==> src/rtl/gate_vector_seq_if.sv <==
// gate_vector_seq_if
// Bundles the control, stimulus/response and status signals of the two-input
// gate test sequencer.
//
// Signals:
//   start, cont, mode, dwell  : sweep control (driven by the master)
//   c_in                      : response of the gate under test (master -> slave)
//   a_out, b_out              : registered stimulus to the gate under test
//   busy, done, pass          : sweep status
//   err_cnt, first_fail       : mismatch bookkeeping since the last start
//   vec_idx                   : vector currently applied
//   dbg_state                 : current FSM state (0 IDLE, 1 HOLD, 2 DONE)
//
// Handshake: start is a level sampled on every rising edge; it is accepted
// only while the sequencer is idle (busy=0 and done=0) and ignored otherwise,
// so there is no separate ready signal. done is a single-cycle pulse.
interface gate_vector_seq_if #(
    parameter int DWELL_W = 8,
    parameter int ERR_W   = 8
);
    logic               start;
    logic               cont;
    logic [1:0]         mode;
    logic [DWELL_W-1:0] dwell;
    logic               c_in;
    logic               a_out;
    logic               b_out;
    logic               busy;
    logic               done;
    logic               pass;
    logic [ERR_W-1:0]   err_cnt;
    logic [2:0]         first_fail;
    logic [1:0]         vec_idx;
    logic [1:0]         dbg_state;

    modport master (
        output start, cont, mode, dwell, c_in,
        input  a_out, b_out, busy, done, pass, err_cnt, first_fail, vec_idx,
               dbg_state
    );

    modport slave (
        input  start, cont, mode, dwell, c_in,
        output a_out, b_out, busy, done, pass, err_cnt, first_fail, vec_idx,
               dbg_state
    );
endinterface

==> src/rtl/gate_vector_seq.sv <==
// gate_vector_seq
// Applies the four input vectors 00, 01, 10, 11 to an external two-input gate,
// holds each for D cycles, samples the gate response at the end of each vector
// and compares it against the selected gate function (AND, OR, XOR, NAND).
// Mismatches are counted (saturating) and the first failing vector recorded.
//
// Ports:
//   clk  : single clock, rising edge
//   rst  : asynchronous, active-high reset
//   bus  : gate_vector_seq_if.slave (control, stimulus, response, status)
module gate_vector_seq #(
    parameter int DWELL_W = 8,
    parameter int ERR_W   = 8
) (
    input  logic              clk,
    input  logic              rst,
    gate_vector_seq_if.slave  bus
);

    typedef enum logic [1:0] {
        S_IDLE = 2'd0,
        S_HOLD = 2'd1,
        S_DONE = 2'd2
    } state_t;

    state_t             state_q, state_d;
    logic [1:0]         mode_q, mode_d;
    logic [DWELL_W-1:0] dwell_q, dwell_d;
    logic [DWELL_W-1:0] cnt_q, cnt_d;
    logic [1:0]         idx_q, idx_d;
    logic [ERR_W-1:0]   err_q, err_d;
    logic [2:0]         ff_q, ff_d;
    logic               pass_q, pass_d;
    logic               a_q, a_d;
    logic               b_q, b_d;

    logic               exp_c;
    logic               last_cycle;
    logic               mismatch;
    logic [DWELL_W-1:0] dwell_eff;

    // Expected gate output for the vector currently on a_out/b_out.
    always_comb begin
        exp_c = 1'b0;
        case (mode_q)
            2'b00:   exp_c = a_q & b_q;
            2'b01:   exp_c = a_q | b_q;
            2'b10:   exp_c = a_q ^ b_q;
            default: exp_c = ~(a_q & b_q);
        endcase
    end

    // A dwell of zero behaves exactly like a dwell of one.
    assign dwell_eff  = (bus.dwell == '0) ? DWELL_W'(1) : bus.dwell;

    // The counter holds the number of cycles left on the current vector,
    // including the present one, so a value of 1 marks the sampling cycle.
    assign last_cycle = (cnt_q <= DWELL_W'(1));
    assign mismatch   = (state_q == S_HOLD) && last_cycle && (bus.c_in != exp_c);

    always_comb begin
        state_d = state_q;
        mode_d  = mode_q;
        dwell_d = dwell_q;
        cnt_d   = cnt_q;
        idx_d   = idx_q;
        err_d   = err_q;
        ff_d    = ff_q;
        pass_d  = pass_q;
        a_d     = 1'b0;
        b_d     = 1'b0;

        case (state_q)
            S_IDLE: begin
                idx_d = 2'd0;
                if (bus.start) begin
                    mode_d  = bus.mode;
                    dwell_d = dwell_eff;
                    cnt_d   = dwell_eff;
                    err_d   = '0;
                    ff_d    = 3'b000;
                    pass_d  = 1'b0;
                    idx_d   = 2'd0;
                    state_d = S_HOLD;
                end
            end

            S_HOLD: begin
                cnt_d = cnt_q - DWELL_W'(1);
                if (mismatch) begin
                    if (err_q != {ERR_W{1'b1}}) begin
                        err_d = err_q + ERR_W'(1);
                    end
                    if (!ff_q[2]) begin
                        ff_d = {1'b1, idx_q};
                    end
                end
                if (last_cycle) begin
                    if (idx_q == 2'd3) begin
                        state_d = S_DONE;
                        idx_d   = 2'd0;
                        cnt_d   = '0;
                        // err_d already includes the final sample.
                        pass_d  = (err_d == '0);
                    end else begin
                        idx_d = idx_q + 2'd1;
                        cnt_d = dwell_q;
                    end
                end
            end

            S_DONE: begin
                idx_d = 2'd0;
                // Continuous mode is decided from the live cont input here, so
                // dropping cont mid-sweep ends the run after the current sweep.
                if (bus.cont) begin
                    state_d = S_HOLD;
                    cnt_d   = dwell_q;
                end else begin
                    state_d = S_IDLE;
                end
            end

            default: begin
                state_d = S_IDLE;
                idx_d   = 2'd0;
                cnt_d   = '0;
            end
        endcase

        // Stimulus registers track the vector index only while holding.
        if (state_d == S_HOLD) begin
            a_d = idx_d[1];
            b_d = idx_d[0];
        end
    end

    always_ff @(posedge clk or posedge rst) begin
        if (rst) begin
            state_q <= S_IDLE;
            mode_q  <= 2'b00;
            dwell_q <= '0;
            cnt_q   <= '0;
            idx_q   <= 2'd0;
            err_q   <= '0;
            ff_q    <= 3'b000;
            pass_q  <= 1'b0;
            a_q     <= 1'b0;
            b_q     <= 1'b0;
        end else begin
            state_q <= state_d;
            mode_q  <= mode_d;
            dwell_q <= dwell_d;
            cnt_q   <= cnt_d;
            idx_q   <= idx_d;
            err_q   <= err_d;
            ff_q    <= ff_d;
            pass_q  <= pass_d;
            a_q     <= a_d;
            b_q     <= b_d;
        end
    end

    assign bus.a_out      = a_q;
    assign bus.b_out      = b_q;
    assign bus.busy       = (state_q == S_HOLD);
    assign bus.done       = (state_q == S_DONE);
    assign bus.pass       = pass_q;
    assign bus.err_cnt    = err_q;
    assign bus.first_fail = ff_q;
    assign bus.vec_idx    = idx_q;
    assign bus.dbg_state  = state_q;

endmodule
==> src/flat_wrapper.sv <==
// flat-port wrapper written by rule: the top's interface ports become plain ports
module gate_vector_seq_flat 
#(
    parameter int DWELL_W = 8,
    parameter int ERR_W   = 8
)
  (clk, rst, bus_start, bus_cont, bus_mode, bus_dwell, bus_c_in, bus_a_out, bus_b_out, bus_busy, bus_done, bus_pass, bus_err_cnt, bus_first_fail, bus_vec_idx, bus_dbg_state);
  gate_vector_seq_if #(.DWELL_W(DWELL_W), .ERR_W(ERR_W)) bus_i ();
  input  logic clk;
  input  logic rst;
  input wire logic [$bits(bus_i.start)-1:0] bus_start;
  input wire logic [$bits(bus_i.cont)-1:0] bus_cont;
  input wire logic [$bits(bus_i.mode)-1:0] bus_mode;
  input wire logic [$bits(bus_i.dwell)-1:0] bus_dwell;
  input wire logic [$bits(bus_i.c_in)-1:0] bus_c_in;
  output wire logic [$bits(bus_i.a_out)-1:0] bus_a_out;
  output wire logic [$bits(bus_i.b_out)-1:0] bus_b_out;
  output wire logic [$bits(bus_i.busy)-1:0] bus_busy;
  output wire logic [$bits(bus_i.done)-1:0] bus_done;
  output wire logic [$bits(bus_i.pass)-1:0] bus_pass;
  output wire logic [$bits(bus_i.err_cnt)-1:0] bus_err_cnt;
  output wire logic [$bits(bus_i.first_fail)-1:0] bus_first_fail;
  output wire logic [$bits(bus_i.vec_idx)-1:0] bus_vec_idx;
  output wire logic [$bits(bus_i.dbg_state)-1:0] bus_dbg_state;
  assign bus_i.start = bus_start;
  assign bus_i.cont = bus_cont;
  assign bus_i.mode = bus_mode;
  assign bus_i.dwell = bus_dwell;
  assign bus_i.c_in = bus_c_in;
  assign bus_a_out = bus_i.a_out;
  assign bus_b_out = bus_i.b_out;
  assign bus_busy = bus_i.busy;
  assign bus_done = bus_i.done;
  assign bus_pass = bus_i.pass;
  assign bus_err_cnt = bus_i.err_cnt;
  assign bus_first_fail = bus_i.first_fail;
  assign bus_vec_idx = bus_i.vec_idx;
  assign bus_dbg_state = bus_i.dbg_state;
  gate_vector_seq #(.DWELL_W(DWELL_W), .ERR_W(ERR_W)) u_core (.clk(clk), .rst(rst), .bus(bus_i));
endmodule
==> config.mk <==
export PLATFORM = sky130hd
export DESIGN_NAME = gate_vector_seq_flat
export DESIGN_NICKNAME = d
export VERILOG_FILES = /design/src/rtl/gate_vector_seq_if.sv /design/src/rtl/gate_vector_seq.sv /design/src/flat_wrapper.sv
export SDC_FILE = /design/constraint.sdc
export NUM_CORES = 1
export LEC_CHECK = 0
export BUFFER_PORTS_ARGS = -buffer_cell sky130_fd_sc_hd__buf_2
export CORE_MARGIN = 10
export CORE_UTILIZATION = 50
export CTS_CLUSTER_SIZE = 25
export DETAILED_ROUTE_END_ITERATION = 6
export PLACE_DENSITY_LB_ADDON = 0.25
export SLEW_MARGIN = 20
export SYNTH_ARGS = -nofsm -noshare
export SYNTH_HDL_FRONTEND = slang
export SYNTH_SLANG_ARGS = --single-unit
==> constraint.sdc <==
create_clock -name clk -period 3.7 [get_ports clk]
set_clock_uncertainty 0.05 [all_clocks]
set_input_delay 0 -clock clk [delete_from_list [all_inputs] [get_ports clk]]
set_output_delay 0 -clock clk [all_outputs]
set_load 0.01 [all_outputs]
==> results.py, run 1 <==
metrics = {
    "status": {
        "status": "completed",
    },
    "drt": {
        "routedWlPerCell_um": 17.3,
        "drt-pass1-iter-count": 4,
        "viasPerCell": 6.00,
        "drtAntennaViolNets": 0,
        "num_vias": 2087,
        "first_iter_violations": 171,
        "wirelength_um": 6020,
        "drc": 0,
    },
    "critical_path": {
        "critPathKind": "reg2reg",
        "path_cells": "or4_4, nor4_2, and3_2, and4_1, o22ai_1, o31ai_2",
        "critical_path_buf_inv_count": 0,
        "rr_startpoint": "u_core.cnt_q[4]",
        "critPathSlowestCell": "or4_4",
        "cp_max_fo": 7,
        "start_kind": "flip-flop",
        "crit_family": "simple AND/OR/NAND/NOR gates",
        "r2r_end": "u_core.bus.pass",
        "critPathRequiredTime_ns": 3.85,
        "worstPathArrival_ns": 2.80,
        "regToRegSetupSlack_ns": 1.05,
        "worst-r2r-cell-count": 6,
        "cp-end-kind": "flip-flop",
        "slowest_delay_ns": 0.61,
    },
    "synth": {
        "synthFlopType": "dfrtp_1",
        "synth_edf_count": 0,
        "synth-seq-cells": 36,
        "syn_avg_cell_area_sq_um": 9.08,
        "netlist_area_sq_um": 2290,
        "synth_seq_area_share_pct": 39.4,
        "synth_nets": 273,
        "syn-instance-count": 252,
        "async_reset_ff_share_pct": 100,
        "ys.warnings.count": 0,
        "synth_cell_type_count": 57,
    },
    "power_and_ir_drop": {
        "power_density_nw_per_um2": 582,
        "power_uw": 1580,
        "ir_drop_uv": 297,
        "p_leak_uw": 0.00125,
    },
    "flow_run": {
        "maxCapViolCount": 0,
    },
    "sta": {
        "setup-tns-final_ns": 0,
        "period_needed_ns": 2.65,
        "period_share_pct": 71.6,
        "fmax_mhz": 378,
        "hold_ws_ns": 0.0825,
        "setup_viol": 0,
        "slew_violations": 0,
        "worst-slew-pin-transition_ns": 1.02,
        "rsz0062_at_grt": "false",
        "finalHoldViolations": 0,
        "max_slew_margin_pct": 32.0,
    },
    "floorplan": {
        "die_height_um": 87.7,
        "row_count": 24,
        "start_util_pct": 52.2,
        "die_area_sq_um": 7680,
        "ios": 35,
        "die_width_um": 87.7,
        "core_sq_um": 4380,
    },
    "cells_and_area": {
        "final_cell_area_sq_um": 2710,
        "diodes": 0,
        "syn2layout_area_growth_pct": 18.3,
        "drive_gt1_share_pct": 22.0,
        "final_nets": 317,
        "nFillCells": 371,
    },
    "cts": {
        "cts.reportedPaths.clkPinSlew_ns": 0.07,
        "cts_tree": "yes",
        "cts-resized-gates": 0,
        "cts_buffers": 5,
        "cts_buffer_depth": 2,
        "clock-root-buffer": "clkbuf_8",
        "htree_levels": 2,
        "insertion_delay_ns": 0.29,
        "cts_sinks": 36,
    },
    "placement": {
        "gp_congestion": 0.859,
        "dpl_cell_area_sq_um": 2490,
        "place.detailed.hpwl_um": 4330,
        "port_buffers": 34,
    },
    "worst_hold_path": {
        "hold_end": "u_core.bus.dbg_state[0]",
        "min_from": "bus_start",
        "hold_path_class": "in2reg",
        "timing.hold.worst_path_depth": 3,
    },
    "grt": {
        "gr-total-overflow": 0,
        "grt_max_degree": 37,
        "grt_pass1_vias": 2049,
        "grt_pass1_wl_um": 10100,
        "track_usage_pct": 16.1,
        "antenna_found_initial": 0,
    },
}
## stage by stage
stage / worst slack (ns) / std cells / utilization, %
detailed placement: 1.09 / 329 / 56.8
global placement: 1.16 / 329 / 56.8
global route: 0.836 / 348 / 61.7
floorplan: 1.29 / 252 / -
CTS: 1.07 / 348 / 61.7
finish: 1.05 / 348 / 61.7
## report_power, final
part / leakage [uW] / internal, uW / switching (uW)
Combinational: 0.000743 / 293 / 362
Clock: 0.0000503 / 166 / 140
Sequential: 0.000452 / 498 / 117
Total: 0.00125 / 957 / 619
## worst max path at each step
stage	start	end	cells after the start
floorplan	u_core.bus.b_out	u_core.bus.err_cnt[4]	9
global placement	u_core.cnt_q[4]	u_core.bus.err_cnt[4]	6
detailed placement	u_core.cnt_q[4]	u_core.bus.pass	6
CTS	u_core.cnt_q[4]	u_core.bus.pass	6
global route	u_core.bus.b_out	u_core.bus.pass	9
finish	u_core.cnt_q[4]	u_core.bus.pass	6
## layout make-up
type | count | area (sq um) | share of cell area [%]
Inverter | 15 | 56.3 | 2.08
Tap cell | 52 | 65.1 | 2.40
Clock buffer | 7 | 96.3 | 3.56
Timing Repair Buffer | 50 | 320 | 11.8
Multi-Input combinational cell | 188 | 1270 | 46.8
Sequential cell | 36 | 901 | 33.3
## what timing repair did
item                                   4_1_cts  5_1_grt
setup buffers                                0        0
hold buffers                                12        0
endpoints found under the hold margin       47        0
## cell families (layout without fill, tap and decap cells)
family          after synthesis  after routing  synth area share (%)
compound gates               74             74                  21.2
simple gates                 87             87                  21.3
flops                        36             36                  39.4
fa+ha+maj                     6              6                  3.28
xor+xnor                      4              4                  1.53
mux                          17             17                  7.87
buf+inv                      28             72                  5.47
## synth_stat cells, drive strengths merged, types with 2 or more instances
| cell type | number | area share, % |
|---|---|---|
| a2111oi | 2 | 0.82 |
| a211o | 2 | 0.77 |
| a211oi | 4 | 1.3 |
| a21oi | 21 | 4.6 |
| a22o | 2 | 0.77 |
| a2bb2oi | 2 | 0.77 |
| a31oi | 5 | 1.4 |
| a41oi | 2 | 0.77 |
| and2 | 2 | 0.55 |
| and3 | 8 | 2.2 |
| and4 | 3 | 1.1 |
| buf | 6 | 1.9 |
| clkbuf | 7 | 1.1 |
| dfrtp | 36 | 39 |
| ha | 6 | 3.3 |
| inv | 14 | 2.3 |
| mux2 | 8 | 3.9 |
| mux2i | 9 | 3.9 |
| nand2 | 26 | 4.4 |
| nand2b | 4 | 1.1 |
| nand3 | 3 | 0.66 |
| nand3b | 2 | 0.66 |
| nand4 | 3 | 0.82 |
| nor2 | 10 | 1.6 |
| nor2b | 4 | 1.1 |
| nor3 | 7 | 2.0 |
| nor3b | 3 | 0.98 |
| nor4 | 5 | 1.9 |
| o21ai | 18 | 3.9 |
| o22a | 2 | 0.77 |
| o22ai | 2 | 0.55 |
| o31a | 3 | 1.1 |
| or2 | 3 | 0.82 |
| or3 | 2 | 0.55 |
| or4 | 2 | 0.82 |
| xor2 | 3 | 1.1 |
## cells in the final DEF (no fill, tap or decap), types with 3 or more instances in the layout
master / n
nand3_1: 3
inv_1: 14
nand2_1: 25
o21ai_0: 16
a21oi_1: 21
nand4_1: 3
dfrtp_1: 36
a31oi_1: 5
nor3_1: 5
mux2_2: 8
xor2_1: 3
nor2b_1: 4
nor2_1: 10
a211oi_1: 4
nor4_1: 3
and3_1: 7
dlygate4sd3_1: 12
and4_1: 3
buf_2: 34
o31a_1: 3
or2_2: 3
buf_4: 4
ha_1: 6
clkbuf_8: 7
mux2i_1: 9
nand2b_1: 4
## metal layers
metal | vias to the layer above | global-route usage (%) | wire [um]
li1 | 1014 | - | -
met1 | 990 | 22.2 | 2880
met2 | 77 | 24.1 | 2640
met3 | 6 | 4.27 | 419
met4 | 0 | 4.06 | 74
met5 | - | 0 | 0
## tightest hold or removal path, stage by stage
cell	delay, ns
buf_2	0.12
o21ai_0	0.13
o21ai_0	0.11
## sequential cells by signal (all words and copies together) (netlist names)
name and count:
u_core.bus.dbg_state 2, u_core.bus.err_cnt 8, u_core.bus.vec_idx 2, u_core.cnt_q 8
u_core.bus.first_fail 3, u_core.bus.pass 1, u_core.bus.b_out 1, u_core.bus.a_out 1
u_core.dwell_q 8, u_core.mode_q 2
Note: power is estimated with default switching activity, not from simulation.
==> inputs of run 2 (changes only) <==
Settings changed: ABC_AREA set to 1.
Clock period 3.7 ns to 2.22 ns, I/O delays scaled along.
==> run 2 against run 1 <==
Routed wire length shrank 7.0%. Critical endpoint unchanged. Largest cell class unchanged. Highest routed layer unchanged. Total power grew 39%. Critical path depth is 8 higher.
==> results.py, run 2 <==
metrics = {
    "power_and_ir_drop": {
        "ir_drop_uv": 598,
        "p_leak_uw": 0.00150,
        "power_density_nw_per_um2": 795,
        "power_uw": 2190,
    },
    "grt": {
        "grt_pass1_vias": 2132,
        "grt_pass1_wl_um": 9940,
        "gr-total-overflow": 0,
        "antenna_found_initial": 0,
        "track_usage_pct": 15.9,
        "grt_max_degree": 37,
    },
    "critical_path": {
        "cp-end-kind": "flip-flop",
        "start_kind": "flip-flop",
        "worst-r2r-cell-count": 14,
        "rr_startpoint": "u_core.cnt_q[0]",
        "regToRegSetupSlack_ns": 0.23,
        "critPathKind": "reg2reg",
        "worstPathArrival_ns": 2.11,
        "r2r_end": "u_core.bus.pass",
        "critPathRequiredTime_ns": 2.34,
        "cp_max_fo": 13,
    },
    "sta": {
        "period_needed_ns": 1.99,
        "hold_ws_ns": 0.0562,
        "worst-slew-pin-transition_ns": 0.457,
        "slew_violations": 0,
        "finalHoldViolations": 0,
        "setup-tns-final_ns": 0,
        "max_slew_margin_pct": 69.6,
        "fmax_mhz": 503,
        "setup_viol": 0,
        "period_share_pct": 89.6,
    },
    "cells_and_area": {
        "regArea_sq_um": 901,
        "final_common_cell": "nand2_1",
        "syn2layout_area_growth_pct": 21.8,
        "final_cell_area_sq_um": 2760,
        "multi_input_area_sq_um": 1140,
        "drive_gt1_share_pct": 19.9,
        "final_nets": 398,
        "most-common-layout-cells": "nand2_1 (106), inv_1 (39), dfrtp_1 (36)",
        "diodes": 0,
        "nFillCells": 396,
    },
    "placement": {
        "dpl_cell_area_sq_um": 2520,
        "port_buffers": 34,
        "place.detailed.hpwl_um": 4320,
        "gp_congestion": 0.909,
    },
    "drt": {
        "drt-pass1-iter-count": 5,
        "num_vias": 2242,
        "wirelength_um": 5600,
        "routedWlPerCell_um": 13.0,
        "viasPerCell": 5.23,
        "drtAntennaViolNets": 0,
        "first_iter_violations": 132,
        "drc": 0,
    },
    "synth": {
        "synth_cell_type_count": 30,
        "ys.warnings.count": 0,
        "async_reset_ff_share_pct": 100,
        "syn-instance-count": 320,
        "synth.most_common_cell": "nand2_1",
        "synth_edf_count": 0,
        "synthFlopType": "dfrtp_1",
        "synth_top_area_share_pct": 39.8,
        "yosysTopAreaCell": "dfrtp_1",
        "synth-seq-cells": 36,
        "netlist_top_cells_count": "nand2_1 (106), inv_1 (39), dfrtp_1 (36)",
        "synth_nets": 341,
        "syn_avg_cell_area_sq_um": 7.08,
        "synth_seq_area_share_pct": 39.8,
        "synth_area_leaders": "dfrtp_1 (40%), nand2_1 (18%), nand3_1 (7.3%)",
        "netlist_area_sq_um": 2270,
    },
    "cts": {
        "cts_buffers": 5,
        "htree_levels": 2,
        "cts_sinks": 36,
        "clock-root-buffer": "clkbuf_8",
        "cts.reportedPaths.clkPinSlew_ns": 0.07,
        "insertion_delay_ns": 0.28,
        "cts_tree": "yes",
        "cts_buffer_depth": 2,
    },
    "worst_hold_path": {
        "timing.hold.worst_path_depth": 4,
        "min_from": "bus_start",
        "hold_end": "u_core.cnt_q[1]",
        "hold_path_class": "in2reg",
    },
    "floorplan": {
        "ios": 35,
        "core_sq_um": 4380,
        "die_height_um": 87.3,
        "die_width_um": 87.3,
        "row_count": 24,
        "start_util_pct": 51.7,
        "die_area_sq_um": 7620,
    },
    "status": {
        "status": "completed",
    },
    "flow_run": {
        "maxCapViolCount": 0,
    },
}
run 2: changes by cell type in the layout (fill, tap and decap cells not counted), moves of 9 or more:
| cell | before | now |
|---|---|---|
| nand2_1 | 25 | 106 |
| nand3_1 | 3 | 33 |
| inv_1 | 14 | 39 |
| a21oi_1 | 21 | 3 |
| inv_2 | 0 | 10 |
| mux2i_1 | 9 | 0 |
| o21ai_0 | 16 | 25 |
run 2: kinds of logic (layout without fill, tap and decap cells):
family	after synthesis	after routing	synth area share [%]
AND/OR/NAND/NOR	166	166	32.9
buffers and inverters	58	115	10.0
AO/OA/AOI/OAI	53	53	13.6
flip-flops	36	36	39.8
adder cells (fa/ha/maj)	6	6	3.31
XOR/XNOR	1	1	0.387
run 2: layout make-up:
| cell class | count | area share [%] |
|---|---|---|
| multi-input combinational | 226 | 41.3 |
| sequential | 36 | 32.7 |
| timing repair buffer | 55 | 13.0 |
| inverter | 53 | 7.21 |
| clock buffer | 7 | 3.49 |
| tap | 52 | 2.36 |
run 2: power breakdown:
group	internal, uW	switching [uW]	total (uW)
Combinational	331	471	803
Clock	276	220	496
Sequential	786	108	894
Total	1390	799	2190
run 2: critical path: stages, from the launching register on:
cell and delay, ns:
dfrtp_1 0.39, inv_1 0.11, ha_2 0.23, nor2_2 0.07
nor2_4 0.13, nand2_4 0.13, nor2_8 0.16, buf_4 0.17
nand3_1 0.07, nand2_1 0.08, clkinv_1 0.08, nand2_1 0.07
nor2_1 0.04, nand2_1 0.05, nand2_1 0.04
run 2: worst max path at each step:
stage | slack (ns) | from | to | depth (start not counted)
3_5_place_dp | 0.22 | u_core.cnt_q[0] | u_core.bus.pass | 14
4_1_cts | 0.20 | u_core.cnt_q[0] | u_core.bus.pass | 14
3_3_place_gp | 0.30 | u_core.cnt_q[0] | u_core.bus.pass | 14
5_1_grt | -0.002 | u_core.cnt_q[0] | u_core.bus.pass | 14
2_1_floorplan | 0.42 | u_core.cnt_q[0] | u_core.bus.first_fail[0] | 12
6_report | 0.23 | u_core.cnt_q[0] | u_core.bus.pass | 14
run 2: stage by stage:
stage	utilization, %	setup slack [ns]	std cells
after CTS	62.5	0.201	427
after global routing	62.9	-0.00197	429
after global placement	57.6	0.300	408
final	62.9	0.231	429
after detailed placement	57.6	0.220	408
after floorplan	-	0.420	320
run 2: what timing repair did:
action                                  CTS  global route
hold endpoints to repair                 47             0
resized for setup                         0             1
buffers inserted                          0             2
hold buffers                             12             0
endpoints found under the setup margin    0             3
run 2: routing by layer:
metal / part of all wire [%] / global-route usage (%)
met1: 47 / 20.4
met2: 45 / 25.3
met3: 6.8 / 4.59
met4: 1.0 / 4.20
met5: 0 / 0
